### config.mk
export PLATFORM = sky130hd
export DESIGN_NAME = alu_issue
export DESIGN_NICKNAME = d
export VERILOG_FILES = /design/src/rtl/alu_issue_pkg.sv /design/src/rtl/alu_op_decode.sv /design/src/rtl/alu_issue.sv
export SDC_FILE = /design/constraint.sdc
export NUM_CORES = 1
export LEC_CHECK = 0
export CORE_AREA = 2 2 157 159
export DETAILED_ROUTE_END_ITERATION = 10
export DIE_AREA = 0 0 159 161
export PLACE_DENSITY = 0.69
export SYNTH_ARGS = -nofsm -noshare
export SYNTH_HDL_FRONTEND = slang
export SYNTH_SLANG_ARGS = --single-unit
### constraint.sdc
create_clock -name clk -period 8.45 [get_ports clk]
set_input_delay 0.845 -clock clk [delete_from_list [all_inputs] [get_ports clk]]
set_output_delay 0.845 -clock clk [all_outputs]
set_load 0.05 [all_outputs]
### src/rtl/alu_issue_pkg.sv
// alu_issue_pkg: shared constants and types for the ALU issue slice.
// ALU opcodes, main-decoder aluop classes and the issue FSM state type.
package alu_issue_pkg;

   // ALU opcodes driven on alu_op
   localparam logic [3:0] AluAnd = 4'b0000;
   localparam logic [3:0] AluOr  = 4'b0001;
   localparam logic [3:0] AluAdd = 4'b0010;
   localparam logic [3:0] AluSub = 4'b0110;
   localparam logic [3:0] AluBad = 4'b1111;

   // Main-decoder instruction classes
   localparam logic [1:0] AluopMem    = 2'b00;
   localparam logic [1:0] AluopBranch = 2'b01;
   localparam logic [1:0] AluopRtype  = 2'b10;
   localparam logic [1:0] AluopRsvd   = 2'b11;

   // R-type funct3 encodings handled here
   localparam logic [2:0] F3AddSub = 3'b000;
   localparam logic [2:0] F3Or     = 3'b110;
   localparam logic [2:0] F3And    = 3'b111;

   // Branch funct3 encodings
   localparam logic [2:0] F3Beq = 3'b000;
   localparam logic [2:0] F3Bne = 3'b001;

   typedef enum logic [1:0] {
      StIdle = 2'd0,
      StExec = 2'd1,
      StDone = 2'd2
   } state_t;

endpackage

### src/rtl/alu_op_decode.sv
// alu_op_decode: combinational ALU-control decoder.
// Maps aluop/funct3/funct7b5 to an ALU opcode, an illegal flag and a branch flag.
// Optional feature macro: ALU_ISSUE_BRANCH_EN (restricts branches to BEQ/BNE).
module alu_op_decode
   import alu_issue_pkg::*;
(
   input  logic [1:0] aluop,
   input  logic [2:0] funct3,
   input  logic       funct7b5,
   output logic [3:0] op,
   output logic       illegal,
   output logic       is_branch
);

   // Decode; anything not explicitly legal falls through to AluBad/illegal
   always_comb begin
      op        = AluBad;
      illegal   = 1'b1;
      is_branch = 1'b0;
      unique case (aluop)
         AluopMem: begin
            op      = AluAdd;
            illegal = 1'b0;
         end
         AluopBranch: begin
            is_branch = 1'b1;
`ifdef ALU_ISSUE_BRANCH_EN
            if (funct3 == F3Beq || funct3 == F3Bne) begin
               op      = AluSub;
               illegal = 1'b0;
            end
`else
            op      = AluSub;
            illegal = 1'b0;
`endif
         end
         AluopRtype: begin
            case (funct3)
               F3AddSub: begin
                  op      = funct7b5 ? AluSub : AluAdd;
                  illegal = 1'b0;
               end
               F3And: begin
                  op      = AluAnd;
                  illegal = 1'b0;
               end
               F3Or: begin
                  op      = AluOr;
                  illegal = 1'b0;
               end
               default: ;
            endcase
         end
         default: ;
      endcase
   end

endmodule

### src/rtl/alu_issue.sv
// alu_issue: single-entry issue stage in front of a combinational ALU.
// IDLE accepts a request and registers operands/opcode, EXEC lets the ALU
// settle for one cycle and captures its result, DONE holds the result until
// the consumer takes it (and can accept the next request on the same edge).
// Optional feature macro: ALU_ISSUE_BRANCH_EN (BEQ/BNE branch outcome).
module alu_issue
   import alu_issue_pkg::*;
#(
   parameter int unsigned DATA_W = 64
) (
   input  logic              clk,
   input  logic              reset,
   input  logic              in_valid,
   output logic              in_ready,
   input  logic [1:0]        in_aluop,
   input  logic [2:0]        in_funct3,
   input  logic              in_funct7b5,
   input  logic [DATA_W-1:0] in_data1,
   input  logic [DATA_W-1:0] in_data2,
   output logic [DATA_W-1:0] alu_data1,
   output logic [DATA_W-1:0] alu_data2,
   output logic [3:0]        alu_op,
   input  logic [DATA_W-1:0] alu_result,
   input  logic              alu_zero,
   output logic              out_valid,
   input  logic              out_ready,
   output logic [DATA_W-1:0] out_result,
   output logic              out_zero,
   output logic              out_illegal,
   output logic              out_branch_taken
);

   state_t     st_q, st_d;
   logic       accept;
   logic       illegal_q;
   logic [3:0] dec_op;
   logic       dec_illegal;
   logic       dec_is_branch;

   alu_op_decode u_decode (
      .aluop     (in_aluop),
      .funct3    (in_funct3),
      .funct7b5  (in_funct7b5),
      .op        (dec_op),
      .illegal   (dec_illegal),
      .is_branch (dec_is_branch)
   );

   // Next state and handshake outputs
   always_comb begin
      st_d      = st_q;
      in_ready  = 1'b0;
      out_valid = 1'b0;
      unique case (st_q)
         StIdle: begin
            in_ready = 1'b1;
            if (in_valid) st_d = StExec;
         end
         StExec: begin
            st_d = StDone;
         end
         StDone: begin
            in_ready  = out_ready;
            out_valid = 1'b1;
            if (out_ready) st_d = in_valid ? StExec : StIdle;
         end
         default: st_d = StIdle;
      endcase
   end

   assign accept = in_valid & in_ready;

   // State register
   always_ff @(posedge clk or posedge reset) begin
      if (reset) st_q <= StIdle;
      else       st_q <= st_d;
   end

   // ALU-facing registers: loaded only on accept, held otherwise
   always_ff @(posedge clk or posedge reset) begin
      if (reset) begin
         alu_data1 <= '0;
         alu_data2 <= '0;
         alu_op    <= 4'b0000;
         illegal_q <= 1'b0;
      end else if (accept) begin
         alu_data1 <= in_data1;
         alu_data2 <= in_data2;
         alu_op    <= dec_op;
         illegal_q <= dec_illegal;
      end
   end

   // Result capture at the closing edge of EXEC; illegal requests report 0/zero
   always_ff @(posedge clk or posedge reset) begin
      if (reset) begin
         out_result  <= '0;
         out_zero    <= 1'b0;
         out_illegal <= 1'b0;
      end else if (st_q == StExec) begin
         out_result  <= illegal_q ? '0 : alu_result;
         out_zero    <= illegal_q ? 1'b1 : alu_zero;
         out_illegal <= illegal_q;
      end
   end

`ifdef ALU_ISSUE_BRANCH_EN
   logic br_en_q;
   logic br_ne_q;

   // Remember branch kind at accept; only legal branches (BEQ/BNE) are enabled
   always_ff @(posedge clk or posedge reset) begin
      if (reset) begin
         br_en_q <= 1'b0;
         br_ne_q <= 1'b0;
      end else if (accept) begin
         br_en_q <= dec_is_branch & ~dec_illegal;
         br_ne_q <= in_funct3[0];
      end
   end

   // Branch outcome captured alongside the result
   always_ff @(posedge clk or posedge reset) begin
      if (reset)               out_branch_taken <= 1'b0;
      else if (st_q == StExec) out_branch_taken <= br_en_q & (br_ne_q ? ~alu_zero : alu_zero);
   end
`else
   logic unused_is_branch;
   assign unused_is_branch = dec_is_branch;
   assign out_branch_taken = 1'b0;
`endif

endmodule

==> results.cfg <==
[worst_hold_path]
holdPathStages = 2
hold_class = flop to flop
min_from = out_result[51]$_DFFE_PP0N_
whs_endpoint = out_result[51]$_DFFE_PP0N_

[detailed_routing]
met3_length_um = 2300
wl_per_cell_um = 17.3
wl_met1_um = 9270
wirelength_um = 23000
ant_nets = 0
vias = 5896
drc = 0
route.met2.wl_um = 10900
drt_pass1_iterations = 4
topRoutingLayerUsed = met5
drtIter0Drc = 198
viasPerCell = 4.44

[clock_tree]
cts.htree.levels = 1
clock_tree.buffer_depth = 3
cts_num_sinks = 201
cts.clk_slew.worst_paths_ns = 0.06
cts_buffers = 23
cts_repair_resize_count = 0
cts_tree = done
clk_latency_ns = 0.49
cts_setup_buffers = 0
root_buffer = clkbuf_16
hold_buffers = 0

[timing]
worst_pin_slew_ns = 0.987
maxSlewHeadroom_pct = 34.2
period_needed_ns = 3.25
period_share_pct = 38.4
max_freq_ghz = 0.308
rsz0062_at_grt = false
finClkSkew_ns = 0.00721
hold_slack_ns = 0.476
setup_violations = 0
slew_viol_final = 0
tns_ns = 0
final-hold-violation-count = 0

[synth]
synth_most_common_cell = dfrtp_1
synth_xor_area_share_pct = 0
synth_edf_count = 0
synth_area_mm2 = 0.00793
synth_top_family_by_area = multiplexers
synth_nets = 795
yosys_warnings = 0
ys_top_cells_by_count = dfrtp_1 (201), nand2_1 (131), mux2_2 (74), o21ai_0 (67), mux2_4 (54)
synth_compound_area_share_pct = 4.96
postSynthCellCount = 592
seq_area_frac_synth_pct = 63.4
synthTopCellsByArea = dfrtp_1 (63%), mux2_2 (11%), mux2_4 (10%), nand2_1 (6.2%), o21ai_0 (4.2%)
avgSynthCellArea_um2 = 13.4
synth_fa_ha_area_share_pct = 0
ys_ff_latch = 201
yosysTopAreaCellShare_pct = 63.4
ys_types = 27
muxShareOfSynthArea_pct = 20.7
yosysTopAreaCell = dfrtp_1
ys_async_sr_fraction_pct = 100
yosys_most_used_dff = dfrtp_1
yosys.area_share.simple_pct = 7.13

[global_routing]
grt_max_degree = 132
grt_pass1_vias = 6202
grt_usage_pct = 17.6
grt_pass1_wl_um = 36000
gr-total-overflow = 0
antenna_found_initial = 3

[power]
leakage_nw = 5.53
p_per_area_mw_per_mm2 = 354
fin_total_pwr_w = 0.00456
peakVddDrop_v = 0.000184

[worst_setup_path]
cp_num_buf_inv = 2
rrSetupSlack_ns = 5.69
crit_required_ns = 7.61
worst_r2r_path_depth = 4
crit_type = primary input to output port
crit_top_cell = clkdlybuf4s50_1
worstPathArrival_ns = 2.40
crit_path_start_kind = primary input
reg2reg_from = st_q[0]$_DFFE_PP0P_
critPathTopFamily = buffers and inverters
crit_chain = clkdlybuf4s50_1 > nand2b_2 > and2b_1 > clkdlybuf4s50_1
r2r_end = alu_data1[33]$_DFFE_PP0P_
slowest_stage = clkdlybuf4s50_1
end_kind = output port
max_stage_delay_ns = 0.80
critPathMaxFanout = 6
crit_start = out_ready

[finish]
area_growth_pct = 62.5
postLayoutCellArea_mm2 = 0.0129
drive_gt1_share_pct = 17.1
finalNetCount = 1189
fin_util_pct = 53.7

[place]
dpl.hpwl_um = 16700
place_area_mm2 = 0.0121
portBuffers = 402
place_congestion = 0.764

[die]
die_area_mm2 = 0.0256
num_io_pins = 404
fp.coreArea_mm2 = 0.0240
fp.dieH_um = 161
die_w_um = 159
rows = 57
initial_core_util_pct = 33.1

[outcome]
status = finished clean

[run]
drv_cap = 0
## state kept, by name, indices dropped and copies added, names as in the netlist
signal and count:
out_result 64, out_zero 1, alu_data2 64, illegal_q 1
alu_data1 64, st_q 2, out_illegal 1, alu_op 4
## cell usage in the layout, fill, tap and decap left out
cell | netlist | layout
clkbuf_16 | 0 | 23
dfrtp_1 | 201 | 201
o22ai_1 | 3 | 3
nor2b_2 | 1 | 1
nand3_1 | 2 | 2
o21ai_0 | 67 | 67
clkbuf_1 | 14 | 8
diode_2 | 0 | 2
bufinv_16 | 0 | 1
a21oi_1 | 5 | 5
or3_1 | 1 | 1
inv_1 | 5 | 3
inv_2 | 0 | 1
nand2_1 | 131 | 131
nor2_1 | 1 | 1
inv_8 | 0 | 1
and2_4 | 1 | 1
clkdlybuf4s50_1 | 0 | 402
nor3b_1 | 1 | 1
nand2b_4 | 0 | 1
nor2b_1 | 1 | 1
conb_1 | 1 | 1
a31oi_1 | 1 | 1
nand2b_2 | 1 | 1
buf_4 | 1 | 5
o211ai_1 | 1 | 1
clkbuf_8 | 0 | 7
and2b_1 | 1 | 1
clkinv_2 | 0 | 1
mux2_2 | 74 | 74
mux2_4 | 54 | 54
## layer usage
metal | GRT usage (%) | vias up
met5 | 0 | -
met4 | 5.12 | 2
met3 | 7.11 | 33
met2 | 29.2 | 280
met1 | 21.4 | 2797
li1 | - | 2784
## kinds of logic (layout without fill, tap and decap cells)
family / count (synthesis) / in the layout
mux: 128 / 128
compound gates: 77 / 77
flops: 201 / 201
simple gates: 142 / 142
other cells: 1 / 3
buf+inv: 43 / 452
## per-stage QoR
| stage | std cells | setup WS (ns) |
|---|---|---|
| 2_1_floorplan | 592 | 2.12 |
| 3_3_place_gp | 1285 | 4.83 |
| 3_5_place_dp | 1285 | 4.81 |
| 4_1_cts | 1325 | 5.19 |
| 5_1_grt | 1327 | 5.15 |
| 6_report | 1327 | 5.20 |
## area by class of cell
| cell class | count | area (um2) |
|---|---|---|
| diodes | 2 | 5.00 |
| clock inverters | 2 | 35.0 |
| well taps | 324 | 405 |
| fillers | 2126 | 11100 |
| inverters | 5 | 26.3 |
| flip-flops and latches | 201 | 5030 |
| repair buffers | 407 | 4060 |
| clock buffers | 38 | 702 |
| multi-input cells | 348 | 2610 |
## where the power goes
part	internal, W	total [W]	switching, W
Combinational	0.000778	0.00218	0.00140
Clock	0.000592	0.000972	0.000380
Sequential	0.00125	0.00141	0.000158
## worst max path at each step
stage                                end  slack [ns]  depth (start not counted)
3_5_place_dp   alu_data1[33]$_DFFE_PP0P_        4.81                          5
6_report                        in_ready        5.20                          4
3_3_place_gp   alu_data2[58]$_DFFE_PP0P_        4.83                          5
5_1_grt                         in_ready        5.15                          4
4_1_cts                         in_ready        5.19                          4
2_1_floorplan   alu_data1[0]$_DFFE_PP0P_        2.12                          1
## worst reg2reg max path: cells and delay by family (launching register included)
| kind | cells | cell delay [ns] |
|---|---|---|
| and+or+nand+nor | 2 | 0.91 |
| buffers and inverters | 1 | 0.81 |
| muxes | 1 | 0.47 |
| DFF | 1 | 0.46 |
(Power assumes the default switching activity.)
